===== config.mk =====
export PLATFORM = sky130hd
export DESIGN_NAME = serial_link_obi_arbiter
export DESIGN_NICKNAME = d
export VERILOG_FILES = /design/src/rtl/serial_link_arb_id_fifo.sv /design/src/rtl/serial_link_obi_arbiter.sv
export SDC_FILE = /design/constraint.sdc
export NUM_CORES = 1
export LEC_CHECK = 0
export ABC_AREA = 1
export CAP_MARGIN = 20
export CORE_AREA = 2 2 111 113
export CTS_CLUSTER_DIAMETER = 120
export CTS_CLUSTER_SIZE = 10
export DETAILED_ROUTE_END_ITERATION = 10
export DIE_AREA = 0 0 113 115
export RECOVER_POWER = 25
export SYNTH_ARGS = -nofsm -noshare
export SYNTH_HDL_FRONTEND = slang
export SYNTH_HIERARCHICAL = 1
export SYNTH_SLANG_ARGS = --single-unit
export TNS_END_PERCENT = 50

===== constraint.sdc =====
create_clock -name clk_i -period 3.3 [get_ports clk_i]
set_clock_uncertainty 0.05 [all_clocks]
set_input_delay 0.33 -clock clk_i [delete_from_list [all_inputs] [get_ports clk_i]]
set_output_delay 0.33 -clock clk_i [all_outputs]
set_load 0.05 [all_outputs]

===== src/rtl/serial_link_arb_id_fifo.sv =====
// In-order ID FIFO for the serial-link OBI arbiter.
// Remembers which upstream master owns each granted-but-unanswered
// transaction so responses can be routed back in issue order.
//
// Ports:
//   clk_i, rst_ni  clock, asynchronous active-low reset
//   push_i, data_i enqueue an ID (ignored when full)
//   pop_i          dequeue the head ID (ignored when empty)
//   head_o         ID at the head of the queue
//   full_o, empty_o, count_o  occupancy status
module serial_link_arb_id_fifo #(
    parameter int unsigned DEPTH = 4,
    parameter int unsigned WIDTH = 1,
    parameter int unsigned CntW  = $clog2(DEPTH + 1)
) (
    input  logic             clk_i,
    input  logic             rst_ni,
    input  logic             push_i,
    input  logic             pop_i,
    input  logic [WIDTH-1:0] data_i,
    output logic [WIDTH-1:0] head_o,
    output logic             full_o,
    output logic             empty_o,
    output logic [CntW-1:0]  count_o
);

    localparam int unsigned PtrW = (DEPTH > 1) ? $clog2(DEPTH) : 1;

    logic [WIDTH-1:0] mem [DEPTH];
    logic [PtrW-1:0]  rd_ptr, wr_ptr;
    logic [CntW-1:0]  count;
    logic             do_push, do_pop;

    // Pointers wrap modulo DEPTH, so non-power-of-two depths work too.
    function automatic logic [PtrW-1:0] ptr_inc(input logic [PtrW-1:0] p);
        return (p == PtrW'(DEPTH - 1)) ? '0 : p + PtrW'(1);
    endfunction

    assign full_o  = (count == CntW'(DEPTH));
    assign empty_o = (count == '0);
    assign count_o = count;
    assign head_o  = mem[rd_ptr];

    assign do_push = push_i & ~full_o;
    assign do_pop  = pop_i & ~empty_o;

    always_ff @(posedge clk_i or negedge rst_ni) begin
        if (!rst_ni) begin
            rd_ptr <= '0;
            wr_ptr <= '0;
            count  <= '0;
        end else begin
            if (do_push) wr_ptr <= ptr_inc(wr_ptr);
            if (do_pop)  rd_ptr <= ptr_inc(rd_ptr);
            case ({do_push, do_pop})
                2'b10:   count <= count + CntW'(1);
                2'b01:   count <= count - CntW'(1);
                default: count <= count;
            endcase
        end
    end

    // Storage needs no reset: entries are only read once counted valid.
    always_ff @(posedge clk_i) begin
        if (do_push) mem[wr_ptr] <= data_i;
    end

endmodule


===== src/rtl/serial_link_obi_arbiter.sv =====
// Round-robin OBI arbiter in front of the serial-link TX OBI port.
// Shares one downstream OBI slave between NumReq masters, holds the
// selected master stable until the downstream grant, and routes in-order
// responses back to the issuing master through an ID FIFO.
//
// Ports:
//   clk_i, rst_ni                 clock, asynchronous active-low reset
//   req_i/addr_i/we_i/be_i/wdata_i  per-master OBI request channel
//   gnt_o, rvalid_o               per-master grant / response valid
//   rdata_o                       response data, broadcast to all masters
//   mst_*                         downstream OBI master port
//   outstanding_o                 granted-but-unanswered transaction count
//   err_o                         sticky: response seen with nothing outstanding
module serial_link_obi_arbiter #(
    parameter int unsigned NumReq         = 2,
    parameter int unsigned AddrWidth      = 32,
    parameter int unsigned DataWidth      = 32,
    parameter int unsigned MaxOutstanding = 4,
    parameter int unsigned CntW           = $clog2(MaxOutstanding + 1)
) (
    input  logic                                clk_i,
    input  logic                                rst_ni,
    input  logic [NumReq-1:0]                   req_i,
    input  logic [NumReq-1:0][AddrWidth-1:0]    addr_i,
    input  logic [NumReq-1:0]                   we_i,
    input  logic [NumReq-1:0][DataWidth/8-1:0]  be_i,
    input  logic [NumReq-1:0][DataWidth-1:0]    wdata_i,
    output logic [NumReq-1:0]                   gnt_o,
    output logic [NumReq-1:0]                   rvalid_o,
    output logic [DataWidth-1:0]                rdata_o,
    output logic                                mst_req_o,
    output logic [AddrWidth-1:0]                mst_addr_o,
    output logic                                mst_we_o,
    output logic [DataWidth/8-1:0]              mst_be_o,
    output logic [DataWidth-1:0]                mst_wdata_o,
    input  logic                                mst_gnt_i,
    input  logic                                mst_rvalid_i,
    input  logic [DataWidth-1:0]                mst_rdata_i,
    output logic [CntW-1:0]                     outstanding_o,
    output logic                                err_o
);

    localparam int unsigned IdW = (NumReq > 1) ? $clog2(NumReq) : 1;

    typedef enum logic {IDLE, LOCKED} state_e;

    state_e          state;
    logic [IdW-1:0]  lock_idx;
    logic [IdW-1:0]  rr_ptr;
    logic [IdW-1:0]  winner, sel, head;
    logic            fifo_full, fifo_empty;
    logic            hs, pop;

    // Rotating priority search: first requester at or above rr_ptr, wrapping.
    always_comb begin
        int  k;
        logic found;
        winner = '0;
        found  = 1'b0;
        k      = 0;
        for (int i = 0; i < int'(NumReq); i++) begin
            k = int'(rr_ptr) + i;
            if (k >= int'(NumReq)) k = k - int'(NumReq);
            if (!found && req_i[k]) begin
                found  = 1'b1;
                winner = IdW'(k);
            end
        end
    end

    assign sel = (state == LOCKED) ? lock_idx : winner;

    // A full FIFO stalls new requests outright, even when a response pops
    // in the same cycle; that keeps rvalid off the grant path.
    assign mst_req_o   = rst_ni & req_i[sel] & ~fifo_full;
    assign mst_addr_o  = rst_ni ? addr_i[sel]  : '0;
    assign mst_we_o    = rst_ni & we_i[sel];
    assign mst_be_o    = rst_ni ? be_i[sel]    : '0;
    assign mst_wdata_o = rst_ni ? wdata_i[sel] : '0;
    assign rdata_o     = mst_rdata_i;

    assign hs  = mst_req_o & mst_gnt_i;
    assign pop = rst_ni & mst_rvalid_i & ~fifo_empty;

    always_comb begin
        gnt_o         = '0;
        gnt_o[sel]    = hs;
        rvalid_o      = '0;
        rvalid_o[head] = pop;
    end

    always_ff @(posedge clk_i or negedge rst_ni) begin
        if (!rst_ni) begin
            state    <= IDLE;
            lock_idx <= '0;
            rr_ptr   <= '0;
        end else begin
            if (hs) begin
                state  <= IDLE;
                rr_ptr <= (sel == IdW'(NumReq - 1)) ? '0 : sel + IdW'(1);
            end else if (state == LOCKED && !req_i[lock_idx]) begin
                // Master withdrew its request: drop the lock, keep priority.
                state <= IDLE;
            end else if (mst_req_o) begin
                state    <= LOCKED;
                lock_idx <= sel;
            end
        end
    end

    always_ff @(posedge clk_i or negedge rst_ni) begin
        if (!rst_ni) err_o <= 1'b0;
        else if (mst_rvalid_i && fifo_empty) err_o <= 1'b1;
    end

    serial_link_arb_id_fifo #(
        .DEPTH (MaxOutstanding),
        .WIDTH (IdW),
        .CntW  (CntW)
    ) i_id_fifo (
        .clk_i   (clk_i),
        .rst_ni  (rst_ni),
        .push_i  (hs),
        .pop_i   (pop),
        .data_i  (sel),
        .head_o  (head),
        .full_o  (fifo_full),
        .empty_o (fifo_empty),
        .count_o (outstanding_o)
    );

endmodule

After elaboration in Yosys (flattened, before gate mapping)
Memory sizes are Yosys's and may differ from the RTL's.
Index checks and enable logic that the tools add are counted.
- $add $sub $neg: 8
- magnitude comparators: 9
- equal/unequal tests: 5
- muxes and demuxes: 40
- bitwise gates (word level): 14
- reductions and logical operators: 11
- operators with widths (kind ; count):
    $mux 32 ; 8
    $lt 32x3->1 const B ; 2
    $mux 1 ; 24
    $mux 4 ; 3
    $and 1x1->1 ; 8
    $eq 2x2->1 const B ; 3
    $lt 1x2->1 const B ; 3
    $pmux 3 s2 ; 1
    $logic_and 1x1->1 ; 5
    $add 2x1->2 const B ; 2
    $and 2x2->2 ; 2
    $mux 2 ; 2
    $not 1->1 ; 4
    $add 3x1->3 const B ; 1
    $eq 3x3->1 const B ; 1
    $logic_not 3->1 ; 1
    $reduce_and 3->1 ; 1
    $reduce_bool 3->1 ; 1
    $sub 1x2->3 const B ; 1
    $sub 2x2->3 const B ; 1
    $sub 3x1->3 const B ; 1
    $add 1x1->2 const B ; 1
    $demux 1 s1 ; 2
    $eq 2x1->1 const B ; 1
    other kinds (6) ; 8
- register bits after elaboration: 11
- bits in writable memories: 4
- input port bits: 176
- output and inout port bits: 110
- logic and storage cells: 95
- memories kept: 1
- memories (name ; words ; width ; read ports ; clocked after memory_dff ; wr ports ; line ; source):
    i_id_fifo.mem ; 4 ; 1 ; 1 ; 0 ; 1 ; serial_link_arb_id_fifo.sv:29 ; logic [WIDTH-1:0] mem [DEPTH];

Logic depth before layout (Yosys ltp)
Gate-level depths: netlist (run 1).
- depth after elaboration: 18
- gate-level depth with buffers: 17
- gate-level depth less buffers: 17

Hierarchy
The synthesis (run 1) kept the hierarchy.
- by module, submodules not included (module ; times used ; cells each ; area an instance (um^2) ; seq. area each (um^2)):
    serial_link_obi_arbiter ; 1 ; 304 ; 1505.2 ; 100.1
    serial_link_arb_id_fifo ; 1 ; 72 ; 645.6 ; 295.3

Least setup slack after synthesis (run 1)
No wires, ideal clock.
- path type: register to register
- start point: reg i_id_fifo.count[0] (netlist: i_id_fifo/count_o[0])
- end point: reg i_id_fifo.count[2] (netlist: i_id_fifo/count_o[2])
- library setup time: 120 ps
- arrival time: 2313 ps
- required time: 3130 ps
- setup slack: 817 ps
- stages on the path, launching flop included: 14
- buffers on the path: 0
- period minus slack after synthesis: 2483 ps
- cells stage by stage: dfrtp_1 > inv_2 > nand3_2 > inv_1 > nor3_1 > nand2_2 > inv_1 > ha_1 > inv_1 > fa_1 > nand2_1 > nand3_1 > nand2_1 > nand2_1
- elaborated cells between the ends (all ways): 15
- classes of those cells: 2 x add/sub; 3 x eq/ne; 1 x mux; 7 x bitwise; 2 x reduce/logical
- RTL lines (element ; line ; source):
    start: declaration ; serial_link_arb_id_fifo.sv:31 ; logic [CntW-1:0] count;
    start signal: assignment ; serial_link_arb_id_fifo.sv:56 ; 2'b10: count <= count + CntW'(1);
    start signal: assignment ; serial_link_arb_id_fifo.sv:57 ; 2'b01: count <= count - CntW'(1);
    start signal: assignment ; serial_link_arb_id_fifo.sv:58 ; default: count <= count;
    $logic_not 3->1 (*) ; serial_link_arb_id_fifo.sv:40 ; assign empty_o = (count == '0);
    net fifo_empty ; serial_link_obi_arbiter.sv:51 ; logic fifo_full, fifo_empty;
    $not 1->1 (*) ; serial_link_obi_arbiter.sv:83 ; assign pop = rst_ni & mst_rvalid_i & ~fifo_empty;
    $and 1x1->1 (*) ; serial_link_obi_arbiter.sv:83 ;
    net pop ; serial_link_obi_arbiter.sv:52 ; logic hs, pop;
    $and 1x1->1 (*) ; serial_link_arb_id_fifo.sv:45 ; assign do_pop = pop_i & ~empty_o;
    net i_id_fifo.do_pop ; serial_link_arb_id_fifo.sv:32 ; logic do_push, do_pop;
    $eq 2x1->1 / $eq 2x2->1 (equally long branches) ; serial_link_arb_id_fifo.sv:55 ; case ({do_push, do_pop})
    $pmux 3 s2 / $reduce_bool 2->1 (equally long branches) ; n/a ;
Mark *: on every way through the listed nets, which the timed path passes. The rest lies on a longest branch.
A chain may end at the register's enable or synchronous reset.

Worst setup path after layout (run 1)
- start point: in req_i[1]
- end point: out mst_we_o
- word-level cells in the longest chain between the ends: 11
- elaborated cells between the ends (all ways): 15
- classes of those cells: 12 x mux; 1 x bitwise; 2 x reduce/logical
- RTL lines (element ; line ; source):
    start: declaration ; serial_link_obi_arbiter.sv:23 ; input logic [NumReq-1:0] req_i,
    $mux 1 (not written as such) (3 in series) ; serial_link_obi_arbiter.sv:64 ; if (!found && req_i[k]) begin
    $mux 1 ; serial_link_obi_arbiter.sv:64 ;
    $logic_not 1->1 ; serial_link_obi_arbiter.sv:64 ;
    $logic_and 1x1->1 ; serial_link_obi_arbiter.sv:64 ;
    $mux 1 (*) ; serial_link_obi_arbiter.sv:64 ;
    $mux 1 (*) ; serial_link_obi_arbiter.sv:71 ; assign sel = (state == LOCKED) ? lock_idx : winner;
    $mux 1 (not written as such) (*) (2 in series) ; serial_link_obi_arbiter.sv:77 ; assign mst_we_o = rst_ni & we_i[sel];
    $and 1x1->1 (*) ; serial_link_obi_arbiter.sv:77 ;
    end: declaration ; serial_link_obi_arbiter.sv:33 ; output logic mst_we_o,
Mark *: on every way between the ends. The rest lies on a longest branch, timed or not. The select of a mux whose other input is x is not followed.

==> qor.csv, run 1 <==
stage;metric;value;unit
outcome;run status;finished, violations left;
outcome;failing checks;design-rule violations;
worst_setup_path;CP top delay family;buffers and inverters;
place;routability cong.;0.8094;
worst_setup_path;reg2reg end;i_id_fifo/count_o[2];
die;DIE WIDTH;113;um
cts;H-tree depth;1;
die;Ports;286;
timing;PnR worst setup slack;0.5079;ns
yosys;register area share after synthesis;18.38;%
worst_setup_path;slowest CP cell;clkdlybuf4s50_1;
final_layout;Layout Cells excl Fill;701;
cts;setup bufs post-CTS;0;
yosys;Ys Warns;6;
timing;maximum clock frequency;358.2;MHz
die;Die Y;115;um
timing;Fin. Hold Viols;0;
global_routing;GRT Residual Overflow;0;
final_layout;final net count;738;
worst_setup_path;WP buf/inv;4;
die;core area;0.01181;mm^2
global_routing;vias in the first global route;2981;
route;final wirelength;9939;um
worst_setup_path;Arrival @ worst endpoint;2.41;ns
global_routing;first-pass GRT wire length;15080;um
worst_setup_path;worst-path fanout max;44;
power_and_ir_drop;VDD IR max;0.0002937;V
cts;Post-CTS Hold Fix Bufs;0;
yosys;Synth top area share;25.83;%
place;pre-CTS WS;0.5689;ns
hold_path;Hold EP;err_o;
yosys;ranking of synthesized cells by area;nor2_1 26%, o21ai_0 14%, buf_4 14%, dfrtp_1 13%, edfxtp_1 5.6%;
worst_setup_path;WS Path Type;primary input to output pin;
route;Antenna Nets Post-Route;0;
worst_setup_path;crit path launch type;primary input;
hold_path;hold_sp;err_o;
final_layout;fraction of layout cells with a size suffix above 1;17.15;%
timing;slew margin rel.;5.668;%
worst_setup_path;CP Data Required Time;2.92;ns
cts;clock tree from TritonCTS;done;
final_layout;Finished Core Util;42.47;%
timing;Tightest Pin Transition;1.415;ns
worst_setup_path;sequence of cells on the critical path;clkdlybuf4s50_1 > inv_1 > nor2_2 > nand2_2 > nand2_4 > buf_4 > o21ai_0 > nor2_1 > buf_12;
yosys;cell taking the most area after synthesis;nor2_1;
place;Port-buffer cells;221;
cts;Clk Latency, worst-skew pair;0.25;ns
final_layout;area of the multi-input gates;0.001280;mm^2
worst_setup_path;internal reg-to-reg setup slack;0.91;ns
final_layout;# fillers;1173;
timing;Setup TNS;0;ns
route;First DRT Iteration DRCs;141;
power_and_ir_drop;power density cells;657.0;mW/mm^2
cts;TritonCTS Sinks;15;
timing;unrepaired setup endpoints after global routing;no;
timing;Tmin final;2.792;ns
yosys;post-synthesis register bit count;15;
route;DR pass1 iterations;7;
yosys;Post-Synthesis Cells;376;
worst_setup_path;Largest stage delay, worst path;0.51;ns
cts;clock-pin slew of the registers on the worst-case setup and hold paths;0.05;ns
worst_setup_path;Reg2Reg Depth;13;
route;WL/cell;14.18;um
place;DPL Wire Length;8217;um
hold_path;worst min path class;flop to flop;
yosys;Synth cell types;27;
worst_setup_path;RR Startpoint;i_id_fifo/count_o[2];
die;Initial Utilization;18.21;%
route;Vias;2994;
final_layout;Reg area;395.4;um^2
final_layout;Diodes inserted;0;
run;MaxCap Viol Count;0;
final_layout;Layout area overhead;133.2;%
cts;cts bufs inserted;3;
power_and_ir_drop;Leak;2.199;nW
timing;Final setup viols;0;
global_routing;largest net degree at the start of global routing;81;
cts;CTS resizes;0;
cts;Max Buffers Root-to-Sink;2;
timing;Tcrit/Tclk final;84.61;%
hold_path;worst hold path depth;1;
yosys;Post-Syn Area;0.002151;mm^2
route;DRC violations left;8;
die;row count;40;
yosys;synthesized area per cell;5.720;um^2
route;vias per cell;4.271;
timing;max-slew violation count;0;
yosys;Net Count, Synth;559;
place;Inst Count DP;697;
cts;Root Buffer;clkbuf_16;
global_routing;initial antenna violation count;0;
die;die area;0.01300;mm^2
worst_setup_path;critical path capture point type;output pin;
global_routing;GR Util All Layers;14.51;%
## cell usage in the layout, fill, tap and decap left out
cell type,instances
a21oi_1,1
nand2_4,2
fa_1,1
buf_4,5
inv_4,1
o211ai_1,1
nand2_1,24
inv_2,4
inv_1,26
clkdlybuf4s50_1,149
or2_2,1
nand3_1,9
o21ai_0,61
clkbuf_16,3
edfxtp_1,4
nor3_1,1
a21o_1,1
xnor2_1,1
nor2_2,2
clkbuf_2,1
ha_1,6
clkbuf_1,2
buf_12,71
o21ai_1,11
nor2_1,148
nand3_2,1
nand4_1,2
dfrtp_1,11
nand2_2,3
nand3_4,1
## power by group
group	leakage, nW	switching (mW)	total (mW)	internal (mW)
Clock	0.0382	0.0777	0.242	0.164
Combinational	1.99	1.59	2.72	1.14
Sequential	0.169	0.0695	0.331	0.262
Total	2.20	1.73	3.30	1.56
## cell type report
class	instances	share of cell area, %
inverters	31	2.370
clock buffers	4	1.571
flip-flops and latches	15	7.882
well taps	147	3.667
multi-input cells	277	25.52
repair buffers	227	58.99
## worst max path at each step
stage	from	endpoint	cells past startpoint
after floorplan	i_id_fifo/count_o[0]	i_id_fifo/count_o[2]	13
after global placement	req_i[1]	mst_we_o	9
after detailed placement	req_i[1]	mst_we_o	9
after CTS	i_id_fifo/count_o[2]	rvalid_o[0]	7
after global routing	i_id_fifo/count_o[2]	rvalid_o[0]	7
final	req_i[1]	mst_we_o	9
## synth_stat cells
cell      count
o211ai_1      1
xnor2_1       1
inv_1        26
a21oi_1       1
o21ai_0      61
buf_2         9
a21o_1        1
nand3_2       1
inv_2         4
nand3_4       1
nand2_2       3
nand4_1       2
dfrtp_1      11
nand2_1      24
or2_2         1
buf_4        39
fa_1          1
clkbuf_1      5
ha_1          6
o21ai_1      11
nor2_1      148
inv_4         1
nand2_4       2
edfxtp_1      4
nor2_2        2
nand3_1       9
nor3_1        1
## sequential cells by signal, indices dropped and copies added, names as in the netlist
register           cells
i_id_fifo/wr_ptr       2
i_id_fifo/mem          4
i_id_fifo/count_o      3
state                  1
lock_idx               1
rr_ptr                 1
i_id_fifo/rd_ptr       2
err_o                  1
## cell families (layout without fill, tap and decap cells)
family | Yosys count | after routing | synth area share, %
flops | 15 | 15 | 18.38
fa+ha+maj | 7 | 7 | 4.421
buf+inv | 84 | 262 | 22.11
xor+xnor | 1 | 1 | 0.4073
compound gates | 75 | 75 | 17.68
simple gates | 194 | 194 | 37.00
## stage by stage
stage / instance area, um^2 / power [mW] / hold WS [ns]
after floorplan: 2151 / 1.918 / -0.01559
after global placement: 4941 / 3.033 / 0.3869
after detailed placement: 4941 / 3.073 / 0.4125
after CTS: 5020 / 3.326 / 0.2335
after global routing: 5016 / 3.506 / 0.4491
final: 5016 / 3.296 / 0.4099
## layer usage
layer,vias to the layer above,share of wire (%),track usage [%]
li1,1499,-,-
met1,1351,37,16.06
met2,136,51,26.31
met3,8,10,5.904
met4,0,0.99,3.008
met5,-,0,0
## worst register-to-register path: cells and delay by family, from the launching register on
kind	cells	cell delay, ns
and+or+nand+nor	7	0.97
adders and majority gates	2	0.53
DFF	1	0.45
buffers and inverters	4	0.29
No activity file was read; power rests on OpenSTA's default activity.
==> run 2, diff against run 1 <==
--- a/config.mk
+++ b/config.mk
@@ -7,11 +7,11 @@
 export LEC_CHECK = 0
 export ABC_AREA = 1
 export CAP_MARGIN = 20
-export CORE_AREA = 2 2 111 113
+export CORE_AREA = 2 2 112 114
 export CTS_CLUSTER_DIAMETER = 120
 export CTS_CLUSTER_SIZE = 10
 export DETAILED_ROUTE_END_ITERATION = 10
-export DIE_AREA = 0 0 113 115
+export DIE_AREA = 0 0 114 116
 export RECOVER_POWER = 25
 export SYNTH_ARGS = -nofsm -noshare
 export SYNTH_HDL_FRONTEND = slang
==> constraint.sdc (replaced) <==
create_clock -name clk_i -period 2.3 [get_ports clk_i]
set_clock_uncertainty 0.05 [all_clocks]
set_input_delay 0.23 -clock clk_i [delete_from_list [all_inputs] [get_ports clk_i]]
set_output_delay 0.23 -clock clk_i [all_outputs]
set_load 0.05 [all_outputs]
==> run 2 against run 1 <==
The flow now finishes without violations. Worst hold slack worse by 0.12 ns. Setup slack lost 0.40 ns. Cell count grew 0.86%. Highest routed layer unchanged.
==> qor.csv, run 2 (synthesized netlist as in run 1, its figures left out) <==
stage;metric;value;unit;change
die;Ports;286;;unchanged
worst_setup_path;CP Data Required Time;2.41;ns;-0.51 ns
final_layout;max reg flops;4;;unchanged
final_layout;final net count;744;;+0.81%
final_layout;Diodes inserted;0;;unchanged
final_layout;commonest non-fill, non-tap cell in the layout;nor2_1;;
route;DR pass1 iterations;5;;-2
cts;Clk Latency, worst-skew pair;0.24;ns;about the same
die;die area;0.01322;mm^2;+1.8%
route;Antenna Nets Post-Route;0;;unchanged
hold_path;worst min path class;primary input to asynchronous set/reset pin;;
die;row count;40;;unchanged
die;Die Y;116;um;+0.87%
timing;max-slew violation count;0;;unchanged
timing;PnR worst setup slack;0.1030;ns;-0.4049 ns
power_and_ir_drop;power density cells;946.9;mW/mm^2;+44%
route;vias per cell;4.233;;-0.88%
timing;Final setup viols;0;;unchanged
timing;Tightest Pin Transition;0.5082;ns;-0.9067 ns
route;WL/cell;13.49;um;-4.9%
power_and_ir_drop;overall power;4.913;mW;+49%
power_and_ir_drop;Seq pwr share;10.0;%;about the same
cts;TritonCTS Sinks;15;;unchanged
worst_setup_path;Arrival @ worst endpoint;2.31;ns;-0.10 ns
power_and_ir_drop;Sw Pwr;2.522;mW;+46%
final_layout;fraction of layout cells with a size suffix above 1;19.64;%;+2.5 points
timing;Fin. Hold Viols;0;;unchanged
power_and_ir_drop;Comb pwr share;83.1;%;+0.5 points
worst_setup_path;crit path launch type;primary input;;
global_routing;GR Util All Layers;13.34;%;-1.2 points
route;final wirelength;9536;um;-4.1%
power_and_ir_drop;VDD IR max;0.0004441;V;+51%
die;Initial Utilization;18.06;%;-0.15 points
route;DRC violations left;0;;-8
power_and_ir_drop;Power Internal;2.392;mW;+53%
worst_setup_path;critical path capture point type;flop;;
die;core area;0.01191;mm^2;+0.85%
global_routing;first-pass GRT wire length;14210;um;-5.7%
timing;Tcrit/Tclk final;95.52;%;
worst_setup_path;worst-path fanout max;7;;-84%
timing;final hold slack;0.2890;ns;-0.1209 ns
place;Inst Count DP;702;;+0.72%
cts;Max Buffers Root-to-Sink;2;;unchanged
power_and_ir_drop;Leak;2.271;nW;+3.2%
power_and_ir_drop;Switching Fraction;51.32;%;-1.3 points
final_layout;most frequent cells in the layout;148 x nor2_1, 146 x clkdlybuf4s50_1, 79 x buf_12;;
final_layout;Layout Cells excl Fill;707;;+0.86%
route;Vias;2993;;-0.033%
worst_setup_path;WS Path Type;primary input to flop;;
timing;maximum clock frequency;455.2;MHz;
run;MaxCap Viol Count;0;;unchanged
cts;clock-pin slew of the registers on the worst-case setup and hold paths;0.05;ns;about the same
global_routing;vias in the first global route;2908;;-2.4%
global_routing;GRT Residual Overflow;0;;unchanged
global_routing;largest net degree at the start of global routing;77;;-4.9%
cts;Root Buffer;clkbuf_16;;
place;DPL Wire Length;7873;um;-4.2%
place;pre-CTS WS;-0.007919;ns;-0.5768 ns
global_routing;initial antenna violation count;0;;unchanged
power_and_ir_drop;clock power share;6.9;%;-0.4 points
route;First DRT Iteration DRCs;117;;-17%
place;routability cong.;0.8308;;+2.6%
cts;clock tree from TritonCTS;done;;
timing;Tmin final;2.197;ns;
timing;slew margin rel.;66.01;%;+60 points
cts;setup bufs post-CTS;0;;unchanged
cts;H-tree depth;1;;unchanged
final_layout;Finished Core Util;43.56;%;+1.1 points
die;DIE WIDTH;114;um;+0.88%
outcome;run status;complete, no violations;;
cts;cts bufs inserted;3;;unchanged
final_layout;Layout area overhead;141.2;%;
place;Port-buffer cells;221;;unchanged
final_layout;Biggest register;i_id_fifo/mem;;
==> run 2: worst paths after layout <==
check	from	endpoint	slack, ns	depth (start not counted)
worst max-delay path	rst_ni	i_id_fifo/count_o[1]	0.10	11
worst min-delay path	rst_ni	err_o	0.29	2
worst max register to register	i_id_fifo/count_o[2]	i_id_fifo/count_o[1]	0.15	12
worst min register to register	err_o	err_o	0.40	1
max in group asynchronous	rst_ni	i_id_fifo/count_o[1]	1.38	3
min in group clk_i	err_o	err_o	0.40	1
==> run 2: routing by layer <==
layer | wire length [um] | share of wire [%] | GRT usage (%)
met1 | 3502 | 37 | 14.43
met2 | 4874 | 51 | 24.13
met3 | 1052 | 11 | 6.119
met4 | 107 | 1.1 | 2.602
met5 | 0 | 0 | 0
==> run 2: critical path, stage by stage <==
cell,delay [ns]
dlygate4sd3_1,0.53
buf_4,0.17
nand2_1,0.10
nor2_4,0.14
nand3_2,0.09
inv_2,0.09
nand2_4,0.05
ha_1,0.21
inv_1,0.11
fa_2,0.44
o21ai_0,0.16
==> run 2: power groups by stage <==
stage	clock network, mW	logic [mW]	registers, mW
floorplan	0	2.20	0.557
detailed placement	0	4.09	0.491
global route	0.362	4.33	0.506
CTS	0.350	4.11	0.486
finish	0.339	4.08	0.491
global placement	0	4.04	0.479
==> run 2: cell type report <==
class / instances / area [um^2]
tap: 147 / 183.9
sequential: 15 / 399.1
multi-input combinational: 277 / 1297
clock buffer: 4 / 78.83
timing repair buffer: 233 / 3105
fill: 1158 / 6723
inverter: 31 / 123.9
==> run 2: repair_timing <==
item	in CTS	in global routing
gates resized for setup	0	7
hold buffers	1	0
setup endpoints to repair	0	3
hold endpoints to repair	4	0
==> run 2: metrics by stage <==
stage | setup TNS, ns | instance area [um^2]
finish | 0 | 5189
global route | -0.03187 | 5189
CTS | 0 | 5169
detailed placement | -0.007919 | 5080
global placement | 0 | 5080
floorplan | 0 | 2160
